==> config.mk <==
export PLATFORM = sky130hd
export DESIGN_NAME = seq_multiplier
export DESIGN_NICKNAME = d
export VERILOG_FILES = /design/src/rtl/seq_multiplier.sv
export SDC_FILE = /design/constraint.sdc
export NUM_CORES = 1
export LEC_CHECK = 0
export ABC_AREA = 1
export BUFFER_PORTS_ARGS = -buffer_cell sky130_fd_sc_hd__clkbuf_2
export CAP_MARGIN = 10
export CORE_MARGIN = 2
export CORE_UTILIZATION = 47
export DETAILED_ROUTE_END_ITERATION = 10
export GPL_TIMING_DRIVEN = 0
export PLACE_DENSITY = 0.64
export SLEW_MARGIN = 10
export SYNTH_ARGS = -nofsm -noshare
export SYNTH_HDL_FRONTEND = slang
export SYNTH_SLANG_ARGS = --single-unit
export TNS_END_PERCENT = 30
==> constraint.sdc <==
create_clock -name Clk -period 4.5 [get_ports Clk]
set_input_delay 0.45 -clock Clk [delete_from_list [all_inputs] [get_ports Clk]]
set_output_delay 0.45 -clock Clk [all_outputs]
set_load 0.01 [all_outputs]
==> src/rtl/seq_multiplier.sv <==
// Iterative shift-add multiply-accumulate: product = MULTIPLICAND*MULTIPLIER + ADDEND,
// one multiplier bit per clock. Optional early termination via SEQ_MULT_EARLY_TERM_EN.
module seq_multiplier #(
  parameter int WIDTH = 16
) (
  input  logic                         Clk,
  input  logic                         Reset,
  input  logic                         start,
  input  logic [WIDTH-1:0]             MULTIPLICAND,
  input  logic [WIDTH-1:0]             MULTIPLIER,
  input  logic [WIDTH-1:0]             ADDEND,
  output logic [2*WIDTH-1:0]           product,
  output logic                         ready,
  output logic                         done,
  output logic [$clog2(WIDTH+1)-1:0]   bitt
);
  localparam int BW = $clog2(WIDTH+1);
  localparam int PW = 2*WIDTH;

  logic [PW-1:0]    mcand_r, acc, acc_nxt;
  logic [WIDTH-1:0] mult_r, mult_nxt;
  logic             finish;

  assign ready = (bitt == '0);

  always_comb begin
    acc_nxt  = mult_r[0] ? acc + mcand_r : acc;
    mult_nxt = mult_r >> 1;
`ifdef SEQ_MULT_EARLY_TERM_EN
    // Nothing left to add once the remaining multiplier bits are all zero.
    finish   = (bitt == BW'(1)) || (mult_nxt == '0);
`else
    finish   = (bitt == BW'(1));
`endif
  end

  always_ff @(posedge Clk) begin
    if (Reset) begin
      mcand_r <= '0;
      mult_r  <= '0;
      acc     <= '0;
      product <= '0;
      done    <= 1'b0;
      bitt    <= '0;
    end else begin
      done <= 1'b0;
      if (ready) begin
        if (start) begin
          mcand_r <= {{WIDTH{1'b0}}, MULTIPLICAND};
          mult_r  <= MULTIPLIER;
          acc     <= {{WIDTH{1'b0}}, ADDEND};
          bitt    <= BW'(WIDTH);
        end
      end else begin
        acc     <= acc_nxt;
        mcand_r <= mcand_r << 1;
        mult_r  <= mult_nxt;
        if (finish) begin
          product <= acc_nxt;
          done    <= 1'b1;
          bitt    <= '0;
        end else begin
          bitt    <= bitt - BW'(1);
        end
      end
    end
  end
endmodule
# [Yosys cells after proc, flatten, opt, wreduce, memory -nomap -nowiden]
# Cells that the tools add are included.
[word_totals] regBits=118 out_inout_bits=39
[classes] muxes=11 addsub=2 n_reduce_logical=4 bitwise_logic=1 n_eq_ne=2
[ops] operator="$mux W32" count=5
[ops] operator="$add A32 B32 Y32" count=1
[ops] operator="$mux W15" count=2
[ops] operator="$mux W5" count=3
[ops] operator="$eq A5 B1 Y1 const B" count=1
[ops] operator="$logic_not A5 Y1" count=1
[ops] operator="$sub A5 B1 Y5 const B" count=1
[ops] operator="$reduce_or A2 Y1" count=2
[ops] operator="$ne A2 B2 Y1 const B" count=1
[ops] operator="$reduce_and A2 Y1" count=1
[ops] operator="$mux W1" count=1
[ops] operator="$not A1 Y1" count=1

# [Depth between registers and ports, before layout]
[depth] word_depth=3 depth_mapped=14 depth_no_buf=14

# [Least setup slack after synthesis]
# OpenSTA, ideal clock, no wires.
[synth_timing] kind="register to register" from="register mcand_r[0]" to="register acc[24]" path_buffers=0 setup_time_ps=132 path_slack_ps=2577 required_time_ps=4368 period_less_slack_ps=1923 t_arrival_ps=1791 stages_incl_launch_ff=15 cell_sequence="dfxtp_1 -> ha_1 -> fa_1 -> nand3_1 -> nand3_1 -> nand2_1 -> nand2_1 -> nand2_1 -> nand2_1 -> nand2_1 -> nand2_1 -> nand2_1 -> nand3_1 -> nand3_1 -> a21oi_1"
[synth_via] elab_chain_cells=3
[synth_lines] element="from (decl)" line="20" rtl="logic [PW-1:0] mcand_r, acc, acc_nxt;"
[synth_lines] element="from (signal assigned)" line="49" rtl="mcand_r <= {{WIDTH{1'b0}}, MULTIPLICAND};"
[synth_lines] element="from (signal assigned)" line="56" rtl="mcand_r <= mcand_r << 1;"
[synth_lines] element="$add A32 B32 Y32" line="27" rtl="acc_nxt = mult_r[0] ? acc + mcand_r : acc;"
[synth_lines] element="$mux W32" line="27"
[synth_lines] element="$mux W32" line="47" rtl="if (ready) begin"
[synth_lines] element="to (signal assigned)" line="51" rtl="acc <= {{WIDTH{1'b0}}, ADDEND};"
[synth_lines] element="to (signal assigned)" line="55" rtl="acc <= acc_nxt;"
[synth_lines] element="to (decl)" line="20"
# No other way between the ends.
# A chain may end at the register's enable or synchronous reset.

# [Worst setup path after layout]
[layout_timing] from="register mcand_r[0]" to="register acc[28]"
# Same word-level chain as after synthesis.

==> results by group <==
Timing
  – Max Slew Vio Count: 0
  – Post-route setup TNS: 0 ns
  – Final WS setup: 1.84 ns
  – Final setup violation count: 0
  – Final hold violations: 0
  – RSZ-0062 raised after global routing: false
  – Slew of the pin with the lowest slew margin: 0.705 ns
  – Crit path time final: 2.66 ns
  – Slew HR: between 50% and 60%
  – Min Hold Slack: 0.274 ns
  – Max Clock Skew: 0.00763 ns
  – Fmax: 0.376 GHz
  – Fin crit share: 59.1%

Detailed routing
  – 1st-pass router iterations: 5
  – Via count: 7315
  – Vias per cell: 5.23
  – DRC viols: 0
  – Total routed wirelength: 22100 um
  – DRT iter0 DRCs: 562
  – ANT nets after route: 0
  – Routed wire length per instance: 15.8 um

Placement
  – GP Congestion: 0.979
  – Worst slack at placement: 1.89 ns
  – Final HPWL DP: 17600 um
  – Port Buffers: 88
  – Dpl cells: 1368

Pwr
  – Peak VDD IR: 0.401 mV
  – Power Dens Cells: 551 nW/um^2
  – Lkg Pwr: 0.00407 uW
  – Pint: 2750 uW
  – Seq pwr share: about a third
  – Design Power: around 4600 uW
  – Gate power share: 38.3%
  – Switching share of power: 40.4%
  – Clock power share: 30.0%
  – P_sw: roughly 1900 uW

CTS
  – Clock Sinks: 118
  – Post-CTS sizing: 0
  – CTS tree: built
  – Clk_lat worst skew: about 0.42 ns
  – Clock root buffer: clkbuf_16
  – Clk buf depth: 2
  – Hold buffers post-CTS: 0
  – Clk pin slew, worst setup/hold paths: 0.06 ns
  – CTS Buf Count: 17
  – H-Tree Depth: 4
  – Post-CTS Setup Bufs: 0

Logic synthesis
  – Yosys cell types: 31
  – Yosys top cell area share: roughly 33%
  – Mapped Nets: 1181
  – Synth Flop Type: dfxtp_1
  – Leading area contributor after synthesis: dfxtp_1
  – Syn Area/Cell: 6.48 um^2
  – Synthesized flop and latch total: 118
  – Top-count cell post-synth: nand2_1
  – Number of synthesized flops with an enable pin: 0
  – Mapped cell area: around 7000 um^2
  – Synth warn: 0
  – Async S/R FF share, synth: 0%
  – Post-synthesis sequential area ratio: 33.3%
  – Mapped Cells: 1096
  – Synth cell count leaders: nand2_1 (378), inv_1 (133), dfxtp_1 (118), nand3_1 (96), nor2_1 (60)
  – Largest cells by area after synthesis: dfxtp_1 (33%), nand2_1 (20%), inv_1 (7.0%)

Run
  – Maxcap violations: 0

Worst hold path
  – Hold Path Class: in2reg
  – Hold Startpoint: MULTIPLIER[12]
  – Worst Hold Endpoint: mult_r[12]$_SDFFE_PP0P_
  – Hold path cells: 3

Die
  – Core Area: 14600 um^2
  – Die width: 127 um
  – Rows: 44
  – Initial Util: 48.5%
  – Die footprint: 16100 um^2
  – IO Pins: 90
  – Vert. Die Dim: between 100 and 150 um

GRT
  – Vias in the first global route: 6813
  – Initial antenna violation count: 0
  – GRT Residual Overflow: 0
  – Largest net degree at the start of global routing: 17
  – Total track usage: 28.3%
  – First-pass GRT wire length: roughly 35000 um

Worst setup path
  – Crit path launch: mcand_r[0]$_SDFFE_PP0P_
  – Worst R2R Path Depth: 12
  – Worst path arrival time: approximately 2.9 ns
  – CP Class: reg2reg
  – Crit-path max FO: 5
  – Reg-to-Reg End: acc[28]$_SDFFE_PP0P_
  – Required time worst endpoint: ~4.8 ns
  – CP Capture Type: flop
  – Worst r2r src: mcand_r[0]$_SDFFE_PP0P_
  – R2r setup slk: roughly 1.8 ns
  – CP Launch Type: flop

Layout
  – Sequential cell area: 2360 um^2
  – Nets: ~1.3k
  – Layout Cells excl Fill: roughly 1.4k
  – Fill cells: about 1.5k
  – Multi-input gate area: 4010 um^2
  – N_diodes: 0
  – Fraction of layout cells with a size suffix above 1: 14.3%
  – Area Growth Syn to Fin: 18.0%

Status
  – Status: complete, no violations
-- cell families (layout without fill, tap and decap cells) --
logic type,Yosys count,in the layout,synth area share [%]
fa+ha+maj,34,34,6.09
buf+inv,181,301,10.3
mux,2,2,0.282
simple gates,577,577,33.8
compound gates,167,167,14.2
flops,118,118,33.3
xor+xnor,17,17,2.10
-- metal layers --
layer / global-route usage (%) / part of all wire [%]
met5: 0 / 0
met4: 7.11 / 0.93
met3: 4.77 / 7.2
met2: 43.1 / 43
met1: 41.6 / 49
-- layout by cell type, fill, tap and decap left out, drive strengths merged --
cell and count:
buf 20, ha 33, a31oi 29, and2 4
o21ai 27, nand4 2, a22oi 33, o21bai 12
nand3 96, nor3 7, bufinv 3, clkinv 7
a21o 3, mux2i 2, xnor2 17, clkbuf 130
a21oi 59, clkinvlp 3, dfxtp 118, nor2 68
inv 138, or2 18, a2bb2oi 1, fa 1
o211ai 3, nand2 382
-- stage by stage --
| stage | util [%] | area (um^2) |
|---|---|---|
| floorplan | - | 7100 |
| global placement | 53.1 | 7770 |
| detailed placement | 53.1 | 7770 |
| CTS | 57.2 | 8380 |
| global route | 57.2 | 8380 |
| finish | 57.2 | 8380 |
-- area by class of cell --
| class | instances | area share, % |
|---|---|---|
| plain buffers | 45 | 2.60 |
| inverters | 136 | 6.09 |
| clock inverters | 15 | 2.15 |
| well taps | 184 | 2.75 |
| clock buffers | 17 | 5.08 |
| multi-input cells | 797 | 47.9 |
| repair buffers | 88 | 5.26 |
| flip-flops and latches | 118 | 28.2 |
-- critical path, cell delays in order (launching register included) --
cell	delay, ns
dfxtp_1	0.34
ha_1	0.29
fa_1	0.53
nand3_1	0.13
nand3_1	0.18
nand3_1	0.13
nand3_1	0.21
nand2_1	0.15
nand2_1	0.06
nand2_1	0.06
nand3_1	0.21
nand3_1	0.15
a21oi_1	0.07
-- power by group through the flow --
stage / logic (uW) / clock network (uW) / registers [uW]
final: 1770 / 1390 / 1460
after global routing: 1960 / 1440 / 1490
after CTS: 1750 / 1390 / 1460
after detailed placement: 1740 / 0 / 1480
after global placement: 1730 / 0 / 1480
after floorplan: 1200 / 0 / 1440
-- worst max-delay path by stage --
stage | end | slack [ns] | depth (start not counted)
2_1_floorplan | acc[24]$_SDFFE_PP0P_ | 2.58 | 14
3_3_place_gp | acc[28]$_SDFFE_PP0P_ | 1.91 | 12
3_5_place_dp | acc[28]$_SDFFE_PP0P_ | 1.89 | 12
4_1_cts | acc[28]$_SDFFE_PP0P_ | 1.87 | 12
5_1_grt | acc[28]$_SDFFE_PP0P_ | 1.65 | 12
6_report | acc[28]$_SDFFE_PP0P_ | 1.84 | 12
-- sequential cells by signal, summed over array words and instances, names as in the netlist --
signal / cells
acc: 32
bitt: 5
mcand_r: 32
product: 32
done: 1
mult_r: 16
Power figures use the tool's default switching activity.
